[src/rtl/rs232in_fifo_pkg.sv]
// Shared definitions for the rs232 peripheral: register offsets and receive-queue defaults.
package rs232in_fifo_pkg;

    typedef enum logic [1:0] {
        RS232OUT_DATA = 2'd0,
        RS232IN_DATA  = 2'd1,
        RS232IN_COUNT = 2'd2,
        TSC           = 2'd3
    } rs232_reg_e;

    localparam int RS232IN_DEPTH_LOG2 = 4;
    localparam int RS232IN_HI_WATER   = 12;
    localparam int RS232IN_LO_WATER   = 4;

    function automatic int unsigned depth_of(input int unsigned log2);
        return 32'd1 << log2;
    endfunction

endpackage

[src/rtl/rs232in_fifo_if.sv]
// Receive-side bundle between rs232in, the receive queue and the peripheral register file.
interface rs232in_fifo_if
    import rs232in_fifo_pkg::*;
#(
    parameter int DEPTH_LOG2 = RS232IN_DEPTH_LOG2
);
    logic                  rx_attention;
    logic [7:0]            rx_data;
    logic                  rd;
    logic [7:0]            rd_data;
    logic [DEPTH_LOG2:0]   count;
    logic                  empty;
    logic                  full;
    logic                  overrun;
    logic                  clr_overrun;
    logic                  ser_nrts;

    modport master (
        output rx_attention, rx_data, rd, clr_overrun,
        input  rd_data, count, empty, full, overrun, ser_nrts
    );

    modport slave (
        input  rx_attention, rx_data, rd, clr_overrun,
        output rd_data, count, empty, full, overrun, ser_nrts
    );
endinterface

[src/rtl/rs232in_fifo_mem.sv]
// Byte storage for the receive queue: synchronous write, asynchronous read (distributed/LE RAM).
module fifo_mem
    import rs232in_fifo_pkg::*;
#(
    parameter int DEPTH_LOG2 = RS232IN_DEPTH_LOG2,
    parameter int WIDTH      = 8
) (
    input  logic                  clock,
    input  logic                  we,
    input  logic [DEPTH_LOG2-1:0] wr_addr,
    input  logic [WIDTH-1:0]      wr_data,
    input  logic [DEPTH_LOG2-1:0] rd_addr,
    output logic [WIDTH-1:0]      rd_data
);
    logic [WIDTH-1:0] mem [depth_of(DEPTH_LOG2)];

    always_ff @(posedge clock) begin
        if (we) begin
            mem[wr_addr] <= wr_data;
        end
    end

    assign rd_data = mem[rd_addr];
endmodule

[src/rtl/rs232in_fifo.sv]
// Receive queue for rs232in: first-word-fall-through FIFO, sticky overrun and RTS hysteresis.
module rs232in_fifo
    import rs232in_fifo_pkg::*;
#(
    parameter int DEPTH_LOG2 = RS232IN_DEPTH_LOG2,
    parameter int HI_WATER   = RS232IN_HI_WATER,
    parameter int LO_WATER   = RS232IN_LO_WATER
) (
    input  logic          clock,
    input  logic          rst,
    rs232in_fifo_if.slave bus
);
    localparam logic [DEPTH_LOG2:0] DEPTH = (DEPTH_LOG2+1)'(depth_of(DEPTH_LOG2));
    localparam logic [DEPTH_LOG2:0] HI    = (DEPTH_LOG2+1)'(HI_WATER);
    localparam logic [DEPTH_LOG2:0] LO    = (DEPTH_LOG2+1)'(LO_WATER);

    logic [DEPTH_LOG2-1:0] wr_ptr;
    logic [DEPTH_LOG2-1:0] rd_ptr;
    logic [DEPTH_LOG2:0]   count;
    logic [DEPTH_LOG2:0]   count_next;
    logic                  empty;
    logic                  full;
    logic                  overrun;
    logic                  ser_nrts;
    logic                  push;
    logic                  pop;
    logic                  drop;

    // A push into a full queue is still accepted when the same cycle vacates the head slot.
    assign push = bus.rx_attention & (~full | bus.rd);
    assign pop  = bus.rd & ~empty;
    assign drop = bus.rx_attention & full & ~bus.rd;

    always_comb begin
        count_next = count;
        if (push && !pop) begin
            count_next = count + 1'b1;
        end else if (pop && !push) begin
            count_next = count - 1'b1;
        end
    end

    always_ff @(posedge clock) begin
        if (rst) begin
            wr_ptr   <= '0;
            rd_ptr   <= '0;
            count    <= '0;
            empty    <= 1'b1;
            full     <= 1'b0;
            overrun  <= 1'b0;
            ser_nrts <= 1'b1;
        end else begin
            if (push) begin
                wr_ptr <= wr_ptr + 1'b1;
            end
            if (pop) begin
                rd_ptr <= rd_ptr + 1'b1;
            end
            count   <= count_next;
            empty   <= (count_next == '0);
            full    <= (count_next == DEPTH);
            overrun <= drop | (overrun & ~bus.clr_overrun);
            // Hysteresis on the current count; between the marks the line holds.
            if (count >= HI) begin
                ser_nrts <= 1'b1;
            end else if (count <= LO) begin
                ser_nrts <= 1'b0;
            end
        end
    end

    fifo_mem #(
        .DEPTH_LOG2 (DEPTH_LOG2),
        .WIDTH      (8)
    ) u_mem (
        .clock   (clock),
        .we      (push),
        .wr_addr (wr_ptr),
        .wr_data (bus.rx_data),
        .rd_addr (rd_ptr),
        .rd_data (bus.rd_data)
    );

    assign bus.count    = count;
    assign bus.empty    = empty;
    assign bus.full     = full;
    assign bus.overrun  = overrun;
    assign bus.ser_nrts = ser_nrts;
endmodule

[src/flat_wrapper.sv]
// flat-port wrapper written by rule: the top's interface ports become plain ports
module rs232in_fifo_flat import rs232in_fifo_pkg::*;
#(
    parameter int DEPTH_LOG2 = RS232IN_DEPTH_LOG2,
    parameter int HI_WATER   = RS232IN_HI_WATER,
    parameter int LO_WATER   = RS232IN_LO_WATER
)
  (clock, rst, bus_rx_attention, bus_rx_data, bus_rd, bus_clr_overrun, bus_rd_data, bus_count, bus_empty, bus_full, bus_overrun, bus_ser_nrts);
  rs232in_fifo_if #(.DEPTH_LOG2(DEPTH_LOG2)) bus_i ();
  input  logic clock;
  input  logic rst;
  input wire logic [$bits(bus_i.rx_attention)-1:0] bus_rx_attention;
  input wire logic [$bits(bus_i.rx_data)-1:0] bus_rx_data;
  input wire logic [$bits(bus_i.rd)-1:0] bus_rd;
  input wire logic [$bits(bus_i.clr_overrun)-1:0] bus_clr_overrun;
  output wire logic [$bits(bus_i.rd_data)-1:0] bus_rd_data;
  output wire logic [$bits(bus_i.count)-1:0] bus_count;
  output wire logic [$bits(bus_i.empty)-1:0] bus_empty;
  output wire logic [$bits(bus_i.full)-1:0] bus_full;
  output wire logic [$bits(bus_i.overrun)-1:0] bus_overrun;
  output wire logic [$bits(bus_i.ser_nrts)-1:0] bus_ser_nrts;
  assign bus_i.rx_attention = bus_rx_attention;
  assign bus_i.rx_data = bus_rx_data;
  assign bus_i.rd = bus_rd;
  assign bus_i.clr_overrun = bus_clr_overrun;
  assign bus_rd_data = bus_i.rd_data;
  assign bus_count = bus_i.count;
  assign bus_empty = bus_i.empty;
  assign bus_full = bus_i.full;
  assign bus_overrun = bus_i.overrun;
  assign bus_ser_nrts = bus_i.ser_nrts;
  rs232in_fifo #(.DEPTH_LOG2(DEPTH_LOG2), .HI_WATER(HI_WATER), .LO_WATER(LO_WATER)) u_core (.clock(clock), .rst(rst), .bus(bus_i));
endmodule
[config.mk]
export PLATFORM = sky130hd
export DESIGN_NAME = rs232in_fifo_flat
export DESIGN_NICKNAME = d
export VERILOG_FILES = /design/src/rtl/rs232in_fifo_pkg.sv /design/src/rtl/rs232in_fifo_if.sv /design/src/rtl/rs232in_fifo_mem.sv /design/src/rtl/rs232in_fifo.sv /design/src/flat_wrapper.sv
export SDC_FILE = /design/constraint.sdc
export NUM_CORES = 1
export LEC_CHECK = 0
export ABC_AREA = 1
export BUFFER_PORTS_ARGS = -buffer_cell sky130_fd_sc_hd__buf_2
export CAP_MARGIN = 5
export CORE_ASPECT_RATIO = 1.25
export CORE_UTILIZATION = 46
export DETAILED_ROUTE_END_ITERATION = 6
export HOLD_SLACK_MARGIN = 0.03
export MAX_ROUTING_LAYER = met4
export PLACE_DENSITY = 0.61
export SETUP_SLACK_MARGIN = 0.2
export SLEW_MARGIN = 10
export SYNTH_ARGS = -nofsm -noshare
export SYNTH_HDL_FRONTEND = slang
export SYNTH_HIERARCHICAL = 1
export SYNTH_SLANG_ARGS = --single-unit
[constraint.sdc]
create_clock -name clock -period 1.9 [get_ports clock]
set_input_delay 0.19 -clock clock [delete_from_list [all_inputs] [get_ports clock]]
set_output_delay 0.19 -clock clock [all_outputs]
set_load 0.01 [all_outputs]
==> results.tsv, run 1 <==
stage	metric	value	unit
sta	final setup vio count	1	
grt	global-route wire length before repair	26000	um
floorplanning	core box area	0.0139	mm^2
grt	antenna violations before repair	0	
run_status	failing checks	setup timing	
placed_design	IO buf count	29	
routing	DR iter-0 viols	375	
finish	layout cells sized above 1	16.8	%
power	total power	0.00802	W
clock_network	clk sink count	145	
finish	Syn-to-layout area delta	19.6	%
floorplanning	Starting Density	47.2	%
setup_path	termination of the worst setup path	bus_rd_data[3]	
placed_design	DP Worst Slack	402	ps
synthesis	synth warn	6	
min_path	hold path startpoint	bus_clr_overrun	
setup_path	r2r setup slk	410	ps
floorplanning	io pins	30	
sta	Slew @ Worst Pin	451	ps
setup_path	Worst Path Buf+Inv	3	
power	Leakage	3.45	nW
finish	Final Cell Area	0.00783	mm^2
synthesis	Unique masters post-synth	29	
clock_network	number of buffers created by CTS	17	
setup_path	r2r worst-path depth	4	
sta	final worst setup slack	-39.9	ps
power	cell area power density	1020	mW/mm^2
clock_network	hold_buf cts	0	
placed_design	routability cong.	0.909	
setup_path	Crit. Startpoint	u_core/rd_ptr[0]	
synthesis	sequential share of the synthesized area	63.9	%
run_status	status	finished with violations	
sta	min Tclk post-route	1940	ps
min_path	worst min path class	in2reg	
sta	Max Fclk	515	MHz
sta	RSZ-0062 raised after global routing	yes	
routing	Post-Route WL	16900	um
sta	Clock Skews	6.73	ps
setup_path	origin of the critical flop-to-flop path	u_core/bus.full	
routing	met3 WL post-DR	976	um
placed_design	placed cell areas	0.00696	mm^2
setup_path	worst endpoint required time	1710	ps
routing	met2 WL	8850	um
clock_network	CTS max path bufs	2	
finish	most frequent cells in the layout	nand2_1 (203), edfxtp_1 (128), inv_1 (116)	
placed_design	HPWL Detailed	10500	um
sta	Setup Total Neg Slack	-39.9	ps
setup_path	reg2reg end	u_core/u_mem/mem[6][2]	
clock_network	CTS H-tree lvls	4	
setup_path	crit-path leading delay family	simple AND/OR/NAND/NOR gates	
finish	post-layout util	56.5	%
routing	routed len/inst	18.4	um
setup_path	CP max FO	16	
floorplanning	die span in x	109	um
grt	vias in the first global route	4804	
setup_path	Critical Path Most Common Cell	nand2_1	
setup_path	Crit Path Class	reg2out	
setup_path	worst stage delay on the critical path	390	ps
floorplanning	Cell Rows	48	
floorplanning	chip height	135	um
setup_path	Critical Path End Type	primary output	
job	Max Cap Viol	0	
routing	Top Metal Used	met4	
clock_network	Worst-path clk slew	60	ps
grt	total global routing overflow	0	
routing	Vias	4858	
sta	Max-slew headroom	69.9	%
finish	commonest non-fill, non-tap cell in the layout	nand2_1	
routing	TritonRoute pass-1 iters	6	
synthesis	syn_nets	692	
finish	NumNets Final	748	
synthesis	Mapped Area	0.00655	mm^2
routing	ANT nets after route	0	
clock_network	CTS Root Cell	clkbuf_16	
power	Worst VDD drop	0.566	mV
clock_network	TritonCTS clock tree	yes	
setup_path	Worst setup SP type	register	
grt	gr usage total	25.5	%
sta	Slew Viols, Final	0	
floorplanning	die area	0.0147	mm^2
synthesis	Mapped Cells	675	
routing	# DRC	0	
finish	Ant. Diodes	0	
setup_path	CP max-delay cell	dfxtp_4	
sta	Final Hold Vio Count	0	
clock_network	worst-skew pair later-pin latency	420	ps
setup_path	arrival time worst endpoint	1750	ps
routing	vias per cell	5.29	
setup_path	critical-path cell list	inv_8, buf_12, nand2_1, nand2_1, nand2_1, nand3_1, nand3_2, nand2_1, buf_2	
grt	pin count of the biggest net entering global routing	36	
synthesis	Synth Register Bits	145	
routing	Met1 Wirelength	6390	um
setup_path	WP depth	9	
synthesis	Mapped Avg Cell Area	9.70	um^2
sta	Final Cycle Share	102	%
[cells in the mapped netlist]
cell      instances  area, um^2
nand4_1           1        6.26
buf_4             4        30.0
inv_2             4        15.0
and3_1            2        12.5
buf_6             8        90.1
clkbuf_1          1        3.75
buf_1             1        3.75
nor3_1            2        10.0
nand3_4           1        17.5
nor2_1           27         101
xor2_1            2        17.5
inv_1           117         439
edfxtp_1        128        3840
nand3_1         114         571
buf_2            13        65.1
nand3b_1          2        15.0
nand2_4           1        11.3
dfxtp_1          17         340
nand3_2           1        10.0
nor2_4            1        11.3
a21oi_2           1        8.76
a21oi_1           9        45.0
o211ai_1          1        7.51
o21ai_0           3        15.0
ha_1              4        50.1
nor2_2            1        6.26
nand2_2           1        6.26
a21oi_4           1        16.3
nand2_1         207         777
[worst register-to-register path: cells and delay by family, from the launching register on]
family,cells,cell delay (ps)
DFF,1,360
AOI/OAI and AO/OA,1,230
and+or+nand+nor,2,400
buffers and inverters,1,210
[repair_timing]
action / in CTS / in global routing
setup buffers: 1 / 2
resized for setup: 26 / 7
pin swaps: 2 / 0
gates cloned: 5 / 0
endpoints found under the setup margin: 8 / 8
[layout make-up]
class	count	area (um^2)
Tap cell	175	219
Clock buffer	18	429
Sequential cell	145	4190
Timing Repair Buffer	64	574
Fill cell	1180	6040
Inverter	121	470
Clock inverter	14	165
Multi-Input combinational cell	382	1790
[how the worst min path moves through the flow]
stage,end,cells after the start
6_report,u_core/bus.overrun,4
5_1_grt,u_core/bus.overrun,4
4_1_cts,u_core/bus.overrun,4
3_5_place_dp,u_core/bus.overrun,4
3_3_place_gp,u_core/bus.overrun,4
2_1_floorplan,u_core/u_mem/mem[0][0],0
[power by group]
| part | switching, W | internal (W) | total, W |
|---|---|---|---|
| combinational | 0.000691 | 0.000397 | 0.00109 |
| clock | 0.00129 | 0.00206 | 0.00335 |
| sequential | 0.0000518 | 0.00353 | 0.00358 |
| total | 0.00203 | 0.00599 | 0.00802 |
[metal layers]
| metal | vias up | GRT usage [%] |
|---|---|---|
| met5 | - | - |
| li1 | 2286 | - |
| met3 | 49 | 5.39 |
| met2 | 213 | 43.8 |
| met4 | 0 | 13.0 |
| met1 | 2310 | 27.5 |
[kinds of logic after synthesis]
| family | synth area share [%] |
|---|---|
| AO/OA/AOI/OAI | 1.41 |
| XOR/XNOR | 0.268 |
| adder cells (fa/ha/maj) | 0.765 |
| buffers and inverters | 9.88 |
| flip-flops | 63.9 |
| AND/OR/NAND/NOR | 23.8 |
[state kept, by name, indices dropped and copies added (netlist names)]
register	flops
u_core/bus.count	5
u_core/bus.empty	1
u_core/bus.full	1
u_core/bus.overrun	1
u_core/u_mem/mem	128
u_core/wr_ptr	4
u_core/bus.ser_nrts	1
u_core/rd_ptr	4
[stage by stage]
stage | cells | hold slack, ps
final | 919 | 35.3
after floorplan | 675 | 289
after detailed placement | 879 | 466
after CTS | 917 | 30.2
after global placement | 879 | 446
after global routing | 919 | 61.8
Note: power is estimated with default switching activity, not from simulation.
==> inputs of run 2 (changes only) <==
Settings changed: CORE_UTILIZATION 46 to 50, PLACE_DENSITY 0.61 to 0.65.
==> run 2 against run 1 <==
Compared with the run above:
- largest cell class unchanged
- setup slack better by 28 ps
- register-to-register slack worse by 20 ps
- core utilization is 6.7 points higher
- the run still ends with setup timing left
- flip-flop and latch count stayed put
==> results.tsv, run 2 (synthesis results as in run 1) <==
stage	metric	value	unit	change
finish	Ant. Diodes	0		unchanged
routing	TritonRoute pass-1 iters	6		unchanged
clock_network	Worst-path clk slew	60	ps	about the same
floorplanning	Cell Rows	46		-4.2%
grt	gr usage total	26.0	%	+0.44 points
finish	most frequent cells in the layout	nand2_1 (201), edfxtp_1 (128), inv_1 (116)		
placed_design	placed cell areas	0.00695	mm^2	-0.13%
routing	Vias	4828		-0.62%
grt	pin count of the biggest net entering global routing	27		-25%
routing	DR iter-0 viols	489		+30%
clock_network	worst-skew pair later-pin latency	420	ps	about the same
run_status	failing checks	setup timing		
power	total power	0.00802	W	about the same
setup_path	termination of the worst setup path	bus_rd_data[1]		
sta	final setup vio count	1		unchanged
setup_path	critical-path cell list	inv_8, clkbuf_16, nand2_1, nand3_1, nand3_1, nand3_2, nand2_2, buf_6		
sta	Slew Viols, Final	0		unchanged
sta	Final Hold Vio Count	0		unchanged
finish	Top Registers	u_core/u_mem/mem (128), u_core/bus.count (5)		
power	Leakage	3.52	nW	+2.0%
power	Worst VDD drop	0.579	mV	+2.3%
sta	Clock Skews	6.54	ps	-0.185 ps
finish	NumNets Final	751		+0.40%
sta	min Tclk post-route	1910	ps	-27.6 ps
finish	post-layout util	63.1	%	+6.7 points
floorplanning	core box area	0.0127	mm^2	-8.3%
routing	# DRC	0		unchanged
setup_path	crit-path leading delay family	simple AND/OR/NAND/NOR gates		
setup_path	Worst setup SP type	register		
clock_network	number of buffers created by CTS	17		unchanged
run_status	status	finished with violations		
routing	vias per cell	5.28		-0.18%
routing	ANT nets after route	0		unchanged
setup_path	Critical Path End Type	primary output		
finish	max FFs per register	128		unchanged
setup_path	r2r worst-path depth	4		unchanged
sta	Slew @ Worst Pin	428	ps	-23.1 ps
grt	global-route wire length before repair	25100	um	-3.3%
setup_path	origin of the critical flop-to-flop path	u_core/bus.full		
routing	routed len/inst	17.6	um	-4.2%
setup_path	Crit Path Class	reg2out		
grt	vias in the first global route	4821		+0.35%
clock_network	CTS H-tree lvls	4		unchanged
sta	final worst setup slack	-12.3	ps	+27.6 ps
finish	layout cells sized above 1	19.9	%	+3.1 points
finish	Final Cell Area	0.00803	mm^2	+2.5%
setup_path	WP depth	8		-1
grt	antenna violations before repair	0		unchanged
setup_path	r2r setup slk	390	ps	-20 ps
setup_path	Crit. Startpoint	u_core/rd_ptr[0]		
placed_design	routability cong.	0.865		-4.8%
floorplanning	die span in x	104	um	-4.0%
job	Max Cap Viol	0		unchanged
setup_path	arrival time worst endpoint	1720	ps	-30 ps
floorplanning	io pins	30		unchanged
setup_path	Worst Path Buf+Inv	3		unchanged
clock_network	clk sink count	145		unchanged
setup_path	worst endpoint required time	1710	ps	about the same
sta	RSZ-0062 raised after global routing	yes		
clock_network	TritonCTS clock tree	yes		
sta	Final Cycle Share	101	%	-1.5 points
setup_path	worst stage delay on the critical path	430	ps	+40 ps
sta	final hold slack	87.2	ps	+51.9 ps
clock_network	CTS Root Cell	clkbuf_16		
floorplanning	chip height	130	um	-4.0%
placed_design	IO buf count	29		unchanged
floorplanning	die area	0.0136	mm^2	-7.9%
setup_path	CP max-delay cell	dfxtp_4		
placed_design	HPWL Detailed	9690	um	-7.4%
clock_network	CTS max path bufs	2		unchanged
sta	Max-slew headroom	71.5	%	+1.6 points
finish	commonest non-fill, non-tap cell in the layout	nand2_1		
sta	Max Fclk	523	MHz	+1.4%
grt	total global routing overflow	0		unchanged
finish	Syn-to-layout area delta	22.6	%	
power	cell area power density	999	mW/mm^2	-2.4%
floorplanning	Starting Density	51.5	%	+4.3 points
setup_path	CP max FO	9		-7
finish	FILL cells	1002		-15%
min_path	worst min path class	in2reg		
routing	Post-Route WL	16100	um	-4.6%
finish	Reg with most FFs	u_core/u_mem/mem		
setup_path	Critical Path Most Common Cell	nand3_1		
setup_path	reg2reg end	u_core/u_mem/mem[7][3]		
-- run 2: cell count changes in the layout (fill, tap and decap cells not counted), sizes merged --
| cell | delta |
|---|---|
| clkbuf | +2 |
| dlygate4sd3 | +1 |
| clkinv | +1 |
| inv | -1 |
-- run 2: power by group --
group	leakage [nW]	internal, W	switching [W]
clock	0.282	0.00206	0.00125
combinational	1.94	0.000449	0.000680
sequential	1.30	0.00353	0.0000528
total	3.52	0.00604	0.00198
-- run 2: stage by stage --
stage | setup slack (ps) | instances | TNS, ps
6_report | -12.3 | 915 | -12.3
2_1_floorplan | 293 | 675 | 0
4_1_cts | 27.3 | 913 | 0
3_3_place_gp | 373 | 872 | 0
5_1_grt | -64.7 | 915 | -308
3_5_place_dp | 345 | 872 | 0
-- run 2: what timing repair did --
action / 4_1_cts / 5_1_grt
hold buffers: 1 / 0
pin swaps: 4 / 2
setup buffers: 3 / 0
cloned: 5 / 2
hold endpoints to repair: 1 / 0
resized for setup: 42 / 17
endpoints found under the setup margin: 8 / 8
-- run 2: final cells by class --
type | instances | area [um^2] | share of cell area, %
clock buffers | 18 | 429 | 5.35
repair buffers | 67 | 676 | 8.42
clock inverters | 14 | 166 | 2.07
flip-flops and latches | 145 | 4190 | 52.2
well taps | 168 | 210 | 2.62
multi-input cells | 382 | 1890 | 23.6
inverters | 121 | 468 | 5.83
-- run 2: worst min path at each step --
stage                         start                endpoint  slack, ps  depth (start not counted)
global placement    bus_clr_overrun      u_core/bus.overrun        440                          4
CTS                             rst     u_core/bus.count[2]         80                          2
global route                    rst     u_core/bus.count[1]        100                          2
detailed placement  bus_clr_overrun      u_core/bus.overrun        450                          4
floorplan            bus_rx_data[0]  u_core/u_mem/mem[0][0]        290                          0
finish                          rst     u_core/bus.count[3]         90                          2
-- run 2: per-layer routing --
layer / GRT usage, % / vias to the layer above / share of wire [%]
met5: - / - / 0
met2: 42.3 / 194 / 51
met1: 31.3 / 2298 / 40
li1: - / 2300 / -
met4: 13.4 / 0 / 2.7
met3: 4.45 / 36 / 6.9
